### src/rtl/screamrun_pkg.sv
// Shared types and constants for the screamrun video pipeline.
// Colours are packed {blue, green, red}, RGB_W bits per channel.
package screamrun_pkg;

    localparam int RGB_W = 4;
    localparam int PIX_W = 3 * RGB_W;

    typedef enum logic [1:0] {
        ALIVE = 2'd0,
        FLASH = 2'd1,
        DEAD  = 2'd2
    } boss_state_t;

    localparam logic [PIX_W-1:0] DEFAULT_FLASH_COLOR = 12'hFFF;
    localparam logic [PIX_W-1:0] BLANK_COLOR         = 12'h000;

    function automatic logic [PIX_W-1:0] pack_rgb(
        input logic [RGB_W-1:0] red,
        input logic [RGB_W-1:0] green,
        input logic [RGB_W-1:0] blue
    );
        return {blue, green, red};
    endfunction

endpackage

### src/rtl/vga_sync_delay.sv
// Reset-clearable shift register; each bit returns to its own RESET_VALUE bit.
module vga_sync_delay #(
    parameter int               DEPTH       = 2,
    parameter int               WIDTH       = 3,
    parameter logic [WIDTH-1:0] RESET_VALUE = '0
) (
    input  logic             clock,
    input  logic             reset,
    input  logic [WIDTH-1:0] data_in,
    output logic [WIDTH-1:0] data_out
);

    logic [WIDTH-1:0] stage_r [DEPTH];

    // Shift data_in through DEPTH stages.
    always_ff @(posedge clock or posedge reset) begin
        if (reset) begin
            for (int i = 0; i < DEPTH; i++) begin
                stage_r[i] <= RESET_VALUE;
            end
        end else begin
            stage_r[0] <= data_in;
            for (int i = 1; i < DEPTH; i++) begin
                stage_r[i] <= stage_r[i-1];
            end
        end
    end

    assign data_out = stage_r[DEPTH-1];

endmodule

### src/rtl/pixel_compositor.sv
// Final pixel stage: priority layer mux, sync alignment and the boss hit/health FSM.
// Syncs lag their raw inputs by LAYER_LAT+1; colour lags the layer inputs by one cycle.
module pixel_compositor
    import screamrun_pkg::*;
#(
    parameter int               LAYER_LAT    = 2,
    parameter int               FLASH_FRAMES = 8,
    parameter int               BOSS_HP      = 5,
    parameter logic [PIX_W-1:0] FLASH_COLOR  = DEFAULT_FLASH_COLOR
) (
    input  logic             clock,
    input  logic             reset,
    input  logic             hsync_in,
    input  logic             vsync_in,
    input  logic             visible,
    input  logic             hit,
    input  logic [RGB_W-1:0] bg_red,
    input  logic [RGB_W-1:0] bg_green,
    input  logic [RGB_W-1:0] bg_blue,
    input  logic [RGB_W-1:0] player_red,
    input  logic [RGB_W-1:0] player_green,
    input  logic [RGB_W-1:0] player_blue,
    input  logic             player_visible,
    input  logic [RGB_W-1:0] boss_red,
    input  logic [RGB_W-1:0] boss_green,
    input  logic [RGB_W-1:0] boss_blue,
    input  logic             boss_visible,
    output logic [RGB_W-1:0] vga_red,
    output logic [RGB_W-1:0] vga_green,
    output logic [RGB_W-1:0] vga_blue,
    output logic             vga_hs,
    output logic             vga_vs,
    output logic [3:0]       boss_hits,
    output logic             boss_defeated
);

    localparam logic [3:0] HP_LIMIT   = 4'(BOSS_HP);
    localparam logic [3:0] FLASH_LOAD = 4'(FLASH_FRAMES);

    logic [2:0]       sync_d_s;
    logic             hs_d_s, vs_d_s, vis_d_s;
    logic             hit_q_r, vsync_q_r;
    logic             hit_edge_s, frame_tick_s;
    boss_state_t      state_r, state_n_s;
    logic [3:0]       hits_r, hits_n_s, hits_inc_s;
    logic [3:0]       flash_cnt_r, flash_cnt_n_s;
    logic             defeated_r;
    logic [PIX_W-1:0] pix_n_s;

    vga_sync_delay #(
        .DEPTH       (LAYER_LAT),
        .WIDTH       (3),
        .RESET_VALUE (3'b110)
    ) u_sync_delay (
        .clock    (clock),
        .reset    (reset),
        .data_in  ({hsync_in, vsync_in, visible}),
        .data_out (sync_d_s)
    );

    assign hs_d_s       = sync_d_s[2];
    assign vs_d_s       = sync_d_s[1];
    assign vis_d_s      = sync_d_s[0];
    assign hit_edge_s   = hit & ~hit_q_r;
    assign frame_tick_s = vsync_q_r & ~vsync_in;
    assign hits_inc_s   = hits_r + 4'd1;

    // Boss FSM next state: a hit edge always wins over a same-cycle frame tick.
    always_comb begin
        state_n_s     = state_r;
        hits_n_s      = hits_r;
        flash_cnt_n_s = flash_cnt_r;
        case (state_r)
            ALIVE, FLASH: begin
                if (hit_edge_s) begin
                    hits_n_s = hits_inc_s;
                    if (hits_inc_s == HP_LIMIT) begin
                        state_n_s     = DEAD;
                        flash_cnt_n_s = 4'd0;
                    end else begin
                        state_n_s     = FLASH;
                        flash_cnt_n_s = FLASH_LOAD;
                    end
                end else if ((state_r == FLASH) && frame_tick_s) begin
                    flash_cnt_n_s = flash_cnt_r - 4'd1;
                    if (flash_cnt_r == 4'd1) begin
                        state_n_s = ALIVE;
                    end else begin
                        state_n_s = FLASH;
                    end
                end else begin
                    state_n_s = state_r;
                end
            end
            DEAD: begin
                state_n_s = DEAD;
            end
            default: begin
                state_n_s     = ALIVE;
                hits_n_s      = 4'd0;
                flash_cnt_n_s = 4'd0;
            end
        endcase
    end

    // Layer priority mux on the aligned visible flag; flash blinks in 2-frame runs.
    always_comb begin
        pix_n_s = BLANK_COLOR;
        if (!vis_d_s) begin
            pix_n_s = BLANK_COLOR;
        end else if (boss_visible && (state_r != DEAD)) begin
            if ((state_r == FLASH) && flash_cnt_r[1]) begin
                pix_n_s = FLASH_COLOR;
            end else begin
                pix_n_s = pack_rgb(boss_red, boss_green, boss_blue);
            end
        end else if (player_visible) begin
            pix_n_s = pack_rgb(player_red, player_green, player_blue);
        end else begin
            pix_n_s = pack_rgb(bg_red, bg_green, bg_blue);
        end
    end

    // Boss state, edge detectors and defeat flag.
    always_ff @(posedge clock or posedge reset) begin
        if (reset) begin
            state_r     <= ALIVE;
            hits_r      <= 4'd0;
            flash_cnt_r <= 4'd0;
            hit_q_r     <= 1'b0;
            vsync_q_r   <= 1'b1;
            defeated_r  <= 1'b0;
        end else begin
            state_r     <= state_n_s;
            hits_r      <= hits_n_s;
            flash_cnt_r <= flash_cnt_n_s;
            hit_q_r     <= hit;
            vsync_q_r   <= vsync_in;
            defeated_r  <= (state_n_s == DEAD);
        end
    end

    // Output register for colour and aligned syncs.
    always_ff @(posedge clock or posedge reset) begin
        if (reset) begin
            vga_red   <= 4'd0;
            vga_green <= 4'd0;
            vga_blue  <= 4'd0;
            vga_hs    <= 1'b1;
            vga_vs    <= 1'b1;
        end else begin
            vga_red   <= pix_n_s[RGB_W-1:0];
            vga_green <= pix_n_s[2*RGB_W-1:RGB_W];
            vga_blue  <= pix_n_s[3*RGB_W-1:2*RGB_W];
            vga_hs    <= hs_d_s;
            vga_vs    <= vs_d_s;
        end
    end

    assign boss_hits     = hits_r;
    assign boss_defeated = defeated_r;

endmodule
### config.mk
export PLATFORM = sky130hd
export DESIGN_NAME = pixel_compositor
export DESIGN_NICKNAME = d
export VERILOG_FILES = /design/src/rtl/screamrun_pkg.sv /design/src/rtl/vga_sync_delay.sv /design/src/rtl/pixel_compositor.sv
export SDC_FILE = /design/constraint.sdc
export NUM_CORES = 1
export LEC_CHECK = 0
export BUFFER_PORTS_ARGS = -buffer_cell sky130_fd_sc_hd__buf_2
export CAP_MARGIN = 20
export CORE_MARGIN = 2
export CORE_UTILIZATION = 51
export DETAILED_ROUTE_END_ITERATION = 6
export GPL_TIMING_DRIVEN = 0
export PLACE_DENSITY = 0.84
export SETUP_SLACK_MARGIN = 0.02
export SLEW_MARGIN = 15
export SYNTH_ARGS = -nofsm -noshare
export SYNTH_HDL_FRONTEND = slang
export SYNTH_SLANG_ARGS = --single-unit
### constraint.sdc
create_clock -name clock -period 4.7 [get_ports clock]
set_clock_uncertainty 0.15 [all_clocks]
set_input_delay 0.705 -clock clock [delete_from_list [all_inputs] [get_ports clock]]
set_output_delay 0.705 -clock clock [all_outputs]
set_load 0.05 [all_outputs]
==> flow_metrics.env, run 1 <==
export IMPL_grt_usage_pct=22.6
export IMPL_fin_area_um2=2000
export IMPL_nets=245
export IMPL_required_ns=3.85
export IMPL_synth_common_cells="dfrtp_1 (26), mux2_2 (12), o221a_1 (12), nand2_1 (10)"
export IMPL_syn2layout_area_growth_pct=29.8
export IMPL_cap_violations=0
export IMPL_ys_top_cells_by_area="dfrtp_1 (42%), dfstp_2 (10%), mux2_2 (8.8%), o221a_1 (8.8%), ha_1 (3.2%)"
export IMPL_overflow=0
export IMPL_die_area_um2=3480
export IMPL_synth_most_common_cell="dfrtp_1"
export IMPL_die_y_um=59.0
export IMPL_cts_hold_buf=0
export IMPL_power_density_nw_per_um2=518
export IMPL_post_cts_setup_buffer_count=0
export IMPL_yosys_register_bits=32
export IMPL_synth_top_family_by_area="compound AO/OA/AOI/OAI gates"
export IMPL_synth_cell_types=37
export IMPL_cts_buffer_depth=2
export IMPL_status="completed"
export IMPL_grt_max_degree=23
export IMPL_synthMuxAreaShare_pct=8.77
export IMPL_end_kind="primary output"
export IMPL_gp_congestion=0.802
export IMPL_cts_sinks=32
export IMPL_cts_tree="done"
export IMPL_synth_edff_count=0
export IMPL_synth_compound_area_share_pct=18.5
export IMPL_clockRootBuffer="clkbuf_4"
export IMPL_synth_warnings=0
export IMPL_cp_buffers_inverters=1
export IMPL_netlist_instances=127
export IMPL_numCtsBuffers=5
export IMPL_antenna_found_initial=0
export IMPL_grt_first_pass_wirelength_um=5590
export IMPL_fill_cells=215
export IMPL_finalCritPeriodShare_pct=42.9
export IMPL_portBuffers=62
export IMPL_clkTransAtPathRegs_ns=0.10
export IMPL_synth_avg_cell_area_um2=12.1
export IMPL_critical_path_arrival_ns=1.16
export IMPL_synth_seq_area_share_pct=52.5
export IMPL_wl_per_cell_um=15.2
export IMPL_drt_pass1_iter_count=4
export IMPL_rsz0062_at_grt="no"
export IMPL_layout_drive_gt1_share_pct=50.0
export IMPL_critPathKind="register to primary output"
export IMPL_insertion_delay_ns=0.34
export IMPL_grt_pass1_vias=1335
export IMPL_vias=1255
export IMPL_start_kind="register"
export IMPL_setup_tns_ns=0
export IMPL_routed_wirelength_um=3480
export IMPL_cts_htree_levels=2
export IMPL_placementRows=19
export IMPL_cpLargestDelayFamily="flip-flops"
export IMPL_syn_cell_area_um2=1540
export IMPL_synth_top_cell_area_share_pct=42.2
export IMPL_synth_nets=175
export IMPL_cpMaxStageDelayCell="dfrtp_1"
export IMPL_synthFlopType="dfrtp_1"
export IMPL_max_stage_delay_ns=0.50
export IMPL_finalSetupViolCount=0
export IMPL_io_pins=63
export IMPL_cts_resized_gates=0
export IMPL_yosysTopAreaCell="dfrtp_1"
export IMPL_crit_chain="buf_2"
export IMPL_hpwl_um=2610
export IMPL_drv_slew=0
export IMPL_hold_viol_final=0
export IMPL_vias_per_cell=5.48
export IMPL_core_um2=2810
export IMPL_p_leak_nw=0.983
export IMPL_antenna_cells=0
export IMPL_async_flop_share_pct=100
export IMPL_drt_antenna_violating_nets=0
export IMPL_synth_fa_ha_area_share_pct=3.25
export IMPL_critPathMaxFanout=8
export IMPL_min_period_ns=2.02
export IMPL_ir_drop_uv=357
export IMPL_worst_slew_pin_slew_ns=0.526
export IMPL_initial_core_util_pct=54.9
export IMPL_placed_cell_area_um2=1900
export IMPL_synth_xor_area_share_pct=1.71
export IMPL_min_path_type="input port to asynchronous set/reset pin"
export IMPL_clock_fmax_mhz=496
export IMPL_synth_simple_area_share_pct=10.9
export IMPL_dieWidth_um=59.0
export IMPL_drc=0
export IMPL_relSlewSlack_pct=64.9
export IMPL_drtIter0Drc=4
## worst reg2reg max path: stages (launching register included)
cell,delay (ns)
dfrtp_1,0.38
buf_2,0.17
nor2b_1,0.16
buf_6,0.15
nor2b_4,0.16
o21ai_2,0.10
buf_6,0.15
o221a_1,0.25
## worst paths after layout
check / endpoint / cells past startpoint / slack (ns) / start
worst max-delay path: boss_hits[0] / 1 / 2.68 / boss_hits[0]
worst min-delay path: u_sync_delay.stage_r[3] / 2 / 0.18 / reset
worst max register to register: vga_green[3] / 7 / 2.94 / state_r[1]
worst min register to register: vga_vs / 0 / 0.21 / u_sync_delay.data_out[1]
max in group asynchronous: vga_hs / 3 / 3.65 / reset
min in group clock: vga_vs / 0 / 0.21 / u_sync_delay.data_out[1]
## cell type report
cell class | instances | area, um2 | share of cell area [%]
clock buffer | 7 | 65.1 | 3.25
sequential | 32 | 808 | 40.4
clock inverter | 1 | 30.0 | 1.50
multi-input combinational | 82 | 664 | 33.2
inverter | 6 | 22.5 | 1.13
buffer | 7 | 45.0 | 2.25
timing repair buffer | 63 | 325 | 16.3
tap | 31 | 38.8 | 1.94
## cell families after synthesis
kind of cell    count (synthesis)
compound gates                 34
flops                          32
simple gates                   29
buf+inv                        13
mux                            12
fa+ha+maj                       4
xor+xnor                        3
## sequential cells by signal (all words and copies together) (netlist names)
name and count:
boss_hits 4, vga_blue 4, u_sync_delay.data_out 3, vga_green 4, flash_cnt_r 4, vga_hs 1
u_sync_delay.stage_r 3, state_r 2, vga_red 4, hit_q_r 1, vga_vs 1, boss_defeated 1
## power breakdown
group          total (mW)  switching, mW  internal, mW
combinational       0.398          0.253         0.146
sequential          0.397         0.0624         0.334
clock               0.240         0.0988         0.141
total                1.03          0.414         0.621
## through the flow
stage	setup slack, ns	cells	power, mW	util [%]	hold WS, ns
floorplan	2.83	127	0.693	-	0.181
global placement	2.61	220	0.772	67.4	0.184
detailed placement	2.53	221	0.797	67.9	0.197
CTS	2.68	229	1.04	71.3	0.189
global route	2.65	229	1.09	71.3	0.212
finish	2.68	229	1.03	71.3	0.181
## layout by cell type, fill, tap and decap left out, drive strengths merged, types with 3 or more instances in the layout
cell type,instances
buf,69
dfrtp,26
mux2,12
o221a,12
nand2,10
clkbuf,8
o21ai,8
inv,6
dfstp,6
nand2b,4
ha,4
nor2b,4
a21oi,3
## per-layer routing
metal  vias to the layer above  GRT usage (%)  part of all wire [%]
met1                       587           23.9                    39
met5                         -              0                     0
met3                         8           5.27                   6.7
met2                        56           39.8                    51
met4                         0           14.6                   2.6
li1                        604              -                     -
Note: power is estimated with default switching activity, not from simulation.
==> run 2: changes to the inputs <==
--- a/config.mk
+++ b/config.mk
@@ -8,10 +8,10 @@
 export BUFFER_PORTS_ARGS = -buffer_cell sky130_fd_sc_hd__buf_2
 export CAP_MARGIN = 20
 export CORE_MARGIN = 2
-export CORE_UTILIZATION = 51
+export CORE_UTILIZATION = 47
 export DETAILED_ROUTE_END_ITERATION = 6
 export GPL_TIMING_DRIVEN = 0
-export PLACE_DENSITY = 0.84
+export PLACE_DENSITY = 0.78
 export SETUP_SLACK_MARGIN = 0.02
 export SLEW_MARGIN = 15
 export SYNTH_ARGS = -nofsm -noshare
==> constraint.sdc (replaced) <==
create_clock -name clock -period 2.1 [get_ports clock]
set_clock_uncertainty 0.15 [all_clocks]
set_input_delay 0.315 -clock clock [delete_from_list [all_inputs] [get_ports clock]]
set_output_delay 0.315 -clock clock [all_outputs]
set_load 0.05 [all_outputs]
==> flow_metrics.env, run 2 (synthesis gave the netlist of run 1 again) <==
export IMPL_status="completed"
export IMPL_dp_cells=234
export IMPL_initial_core_util_pct=50.0
export IMPL_worst_slew_pin_slew_ns=0.667
export IMPL_vias=1290
export IMPL_insertion_delay_ns=0.34
export IMPL_overflow=0
export IMPL_start_kind="register"
export IMPL_highest_layer="met4"
export IMPL_antenna_found_initial=0
export IMPL_grt_max_degree=18
export IMPL_required_ns=2.17
export IMPL_fin_ws_ns=0.328
export IMPL_finalCritPeriodShare_pct=84.4
export IMPL_setup_tns_ns=0
export IMPL_cts_htree_levels=2
export IMPL_clock_fmax_mhz=564
export IMPL_power_density_nw_per_um2=1120
export IMPL_antenna_cells=0
export IMPL_cap_violations=0
export IMPL_cts_tree="done"
export IMPL_layout_common_cells="buf_2 (65), dfrtp_1 (26), mux2_2 (12), o221a_1 (12), nand2_1 (10)"
export IMPL_critical_path_arrival_ns=1.85
export IMPL_drtIter0Drc=12
export IMPL_clkTransAtPathRegs_ns=0.11
export IMPL_vias_per_cell=5.22
export IMPL_numCtsBuffers=5
export IMPL_wl_per_cell_um=14.2
export IMPL_syn2layout_area_growth_pct=34.9
export IMPL_drv_slew=0
export IMPL_drc=0
export IMPL_min_period_ns=1.77
export IMPL_fin_util_pct=67.5
export IMPL_portBuffers=62
export IMPL_total_power_mw=2.32
export IMPL_min_path_type="input port to register"
export IMPL_io_pins=63
export IMPL_fin_area_um2=2080
export IMPL_hold_slack_ns=0.0927
export IMPL_die_y_um=61.2
export IMPL_cts_sinks=32
export IMPL_end_kind="register"
export IMPL_clockRootBuffer="clkbuf_4"
export IMPL_nets=250
export IMPL_wl_met1_um=1470
export IMPL_final_common_cell="buf_2"
export IMPL_finalSetupViolCount=0
export IMPL_fill_cells=232
export IMPL_rsz0062_at_grt="no"
export IMPL_dieWidth_um=61.2
export IMPL_p_leak_nw=1.01
export IMPL_gp_congestion=0.725
export IMPL_placed_cell_area_um2=1930
export IMPL_drt_antenna_violating_nets=0
export IMPL_grt_first_pass_wirelength_um=5660
export IMPL_grt_pass1_vias=1298
export IMPL_grt_usage_pct=21.4
export IMPL_instances_no_fill=247
export IMPL_critPathMaxFanout=10
export IMPL_met3_length_um=285
export IMPL_hpwl_um=2600
export IMPL_relSlewSlack_pct=55.5
export IMPL_die_area_um2=3750
export IMPL_cts_resized_gates=0
export IMPL_routed_wl_met2_um=1650
export IMPL_placementRows=20
export IMPL_core_um2=3080
export IMPL_hold_viol_final=0
export IMPL_layout_drive_gt1_share_pct=48.8
export IMPL_routed_wirelength_um=3510
export IMPL_cts_buffer_depth=2
export IMPL_ir_drop_uv=561
export IMPL_critPathKind="register to register"
export IMPL_drt_pass1_iter_count=4
export IMPL_pre_cts_ws_ns=0.313
==> run 2: cell count changes in the layout (fill, tap and decap cells not counted) <==
| cell | change |
|---|---|
| buf_16 | +1 |
| buf_8 | -1 |
| dlygate4sd3_1 | +5 |
==> run 2: path summary, 6_finish.rpt <==
kind	start	endpoint	slack (ns)	depth (start not counted)
min	boss_blue[2]	vga_blue[2]	0.09	2
max in group asynchronous	reset	vga_vs	0.74	4
max	state_r[1]	vga_red[1]	0.33	7
min reg2reg	u_sync_delay.stage_r[3]	u_sync_delay.data_out[0]	0.21	0
min in group asynchronous	reset	vga_blue[3]	0.46	3
max reg2reg	state_r[1]	vga_red[1]	0.33	7
==> run 2: area by class of cell <==
class	count	area, um2	area share, %
Clock buffer	7	65.1	3.13
Inverter	6	22.5	1.08
Buffer	7	45.0	2.17
Timing Repair Buffer	68	388	18.7
Clock inverter	1	30.0	1.44
Multi-Input combinational cell	82	664	32.0
Tap cell	44	55.1	2.65
Sequential cell	32	808	38.9
==> run 2: worst max-delay path: stages (launching register included) <==
cell and delay (ns):
dfrtp_1 0.37, buf_2 0.17, nor2b_1 0.15, buf_6 0.15
nor2b_4 0.16, o21ai_2 0.10, buf_6 0.15, o221a_1 0.25
==> run 2: repair_timing <==
| item | CTS | global route |
|---|---|---|
| buffers inserted | 0 | 0 |
| hold buffers | 5 | 0 |
| endpoints found under the hold margin | 16 | 0 |
==> run 2: power breakdown <==
| group | leakage, nW | internal (mW) | switching, mW |
|---|---|---|---|
| combinational | 0.566 | 0.333 | 0.567 |
| clock | 0.0515 | 0.316 | 0.218 |
| sequential | 0.392 | 0.748 | 0.140 |
| total | 1.01 | 1.40 | 0.925 |
==> run 2: routing by layer <==
| metal | GRT usage, % | up-vias |
|---|---|---|
| met5 | 0 | - |
| met1 | 25.6 | 608 |
| met4 | 11.5 | 0 |
| met3 | 7.98 | 10 |
| li1 | - | 613 |
| met2 | 33.4 | 59 |
==> run 3: changes to the inputs <==
--- a/config.mk
+++ b/config.mk
@@ -8,10 +8,10 @@
 export BUFFER_PORTS_ARGS = -buffer_cell sky130_fd_sc_hd__buf_2
 export CAP_MARGIN = 20
 export CORE_MARGIN = 2
-export CORE_UTILIZATION = 47
+export CORE_UTILIZATION = 43
 export DETAILED_ROUTE_END_ITERATION = 6
 export GPL_TIMING_DRIVEN = 0
-export PLACE_DENSITY = 0.78
+export PLACE_DENSITY = 0.75
 export SETUP_SLACK_MARGIN = 0.02
 export SLEW_MARGIN = 15
 export SYNTH_ARGS = -nofsm -noshare
==> constraint.sdc (replaced) <==
create_clock -name clock -period 1.6 [get_ports clock]
set_clock_uncertainty 0.15 [all_clocks]
set_input_delay 0.24 -clock clock [delete_from_list [all_inputs] [get_ports clock]]
set_output_delay 0.24 -clock clock [all_outputs]
set_load 0.05 [all_outputs]
==> flow_metrics.env, run 3 (synthesis gave the netlist of run 1 again) <==
export IMPL_status="finished, violations left"
export IMPL_failed_checks="negative setup slack"
export IMPL_portBuffers=62
export IMPL_hold_slack_ns=0.0296
export IMPL_critPathMaxFanout=2
export IMPL_finalSetupViolCount=1
export IMPL_max_stage_delay_ns=0.55
export IMPL_relSlewSlack_pct=58.6
export IMPL_placementRows=21
export IMPL_grt_usage_pct=19.1
export IMPL_cts_htree_levels=2
export IMPL_wl_per_cell_um=14.4
export IMPL_required_ns=1.72
export IMPL_cpMaxStageDelayCell="or4_4"
export IMPL_numCtsBuffers=5
export IMPL_worst_slew_pin_slew_ns=0.620
export IMPL_p_leak_nw=1.05
export IMPL_rsz0062_at_grt="yes"
export IMPL_grt_pass1_vias=1326
export IMPL_drt_antenna_violating_nets=0
export IMPL_routed_wirelength_um=3750
export IMPL_start_kind="register"
export IMPL_min_period_ns=1.66
export IMPL_vias_per_cell=5.20
export IMPL_initial_core_util_pct=45.4
export IMPL_die_y_um=63.9
export IMPL_drtIter0Drc=61
export IMPL_min_path_type="input port to register"
export IMPL_total_power_mw=3.19
export IMPL_drc=0
export IMPL_cap_violations=0
export IMPL_antenna_cells=0
export IMPL_rr_worst_depth=4
export IMPL_fin_area_um2=2220
export IMPL_drv_slew=0
export IMPL_critical_path_arrival_ns=1.78
export IMPL_placed_cell_area_um2=1950
export IMPL_io_pins=63
export IMPL_crit_chain="or4_4 > a2111oi_4 > a31oi_1 > nand2_1"
export IMPL_syn2layout_area_growth_pct=44.1
export IMPL_final_common_cell="buf_2"
export IMPL_min_path_cells=2
export IMPL_clkTransAtPathRegs_ns=0.10
export IMPL_antenna_found_initial=0
export IMPL_fin_util_pct=65.5
export IMPL_nets=261
export IMPL_cts_buffer_depth=2
export IMPL_overflow=0
export IMPL_dieWidth_um=63.9
export IMPL_drt_pass1_iter_count=4
export IMPL_fin_ws_ns=-0.0597
export IMPL_ir_drop_uv=706
export IMPL_cts_tree="done"
export IMPL_core_um2=3390
export IMPL_finalCritPeriodShare_pct=104
export IMPL_grt_max_degree=19
export IMPL_cts_sinks=32
export IMPL_end_kind="register"
export IMPL_vias=1351
export IMPL_hpwl_um=2520
export IMPL_grt_first_pass_wirelength_um=5960
export IMPL_instances_no_fill=260
export IMPL_layout_common_cells="buf_2 (64), dfrtp_1 (21), mux2_2 (12), o221a_1 (12)"
export IMPL_insertion_delay_ns=0.33
export IMPL_die_area_um2=4080
export IMPL_setup_tns_ns=-0.0597
export IMPL_regToRegSetupSlack_ns=-0.06
export IMPL_gp_congestion=0.766
export IMPL_dp_cells=236
export IMPL_power_density_nw_per_um2=1440
export IMPL_clockRootBuffer="clkbuf_4"
export IMPL_hold_viol_final=0
export IMPL_clock_fmax_mhz=603
export IMPL_pre_cts_ws_ns=-0.157
export IMPL_critPathKind="register to register"
export IMPL_layout_drive_gt1_share_pct=57.5
## run 3: cell count changes in the layout (fill, tap and decap cells not counted), moves of 2 or more
cell | previous run | this run
buf_4 | 0 | 10
dfrtp_1 | 26 | 21
dfrtp_2 | 0 | 5
buf_6 | 2 | 4
inv_1 | 6 | 4
inv_2 | 0 | 2
nor2b_1 | 3 | 1
## run 3: critical path: cells and delay by family, from the launching register on
kind | cells | cell delay, ns
DFF | 1 | 0.41
AOI/OAI and AO/OA | 2 | 0.40
and+or+nand+nor | 2 | 0.64
## run 3: area by class of cell
cell class	count	area, um2
Inverter	6	22.5
Fill cell	262	1170
Tap cell	46	57.6
Buffer	6	40.0
Timing Repair Buffer	80	485
Multi-Input combinational cell	82	731
Sequential cell	32	815
Clock buffer	8	68.8
## run 3: final timing paths
| check | to | start |
|---|---|---|
| setup / recovery | flash_cnt_r[3] | flash_cnt_r[1] |
| hold / removal | vga_green[0] | boss_green[0] |
| setup reg to reg | flash_cnt_r[3] | flash_cnt_r[1] |
| hold reg to reg | u_sync_delay.data_out[2] | u_sync_delay.stage_r[5] |
| max in group asynchronous | u_sync_delay.data_out[1] | reset |
| min in group asynchronous | vga_red[3] | reset |
## run 3: repair_timing
| action | 4_1_cts | 5_1_grt |
|---|---|---|
| cloned | 0 | 1 |
| hold endpoints to repair | 15 | 0 |
| hold buffers | 5 | 0 |
| pin swaps | 0 | 3 |
| resized for setup | 3 | 14 |
| setup endpoints to repair | 13 | 17 |
| setup buffers | 8 | 3 |
## run 3: per-layer routing
metal  global-route usage [%]  vias to the layer above  routed length, um
met4                     5.71                        0                 19
met3                     7.39                        2                307
li1                         -                      639                  -
met5                        0                        -                  0
met1                     21.6                      652               1480
met2                     32.9                       58               1940
## run 3: report_power, final
group	switching (mW)	internal [mW]	leakage [nW]
Sequential	0.190	0.994	0.386
Clock	0.266	0.258	0.0386
Combinational	0.865	0.619	0.631
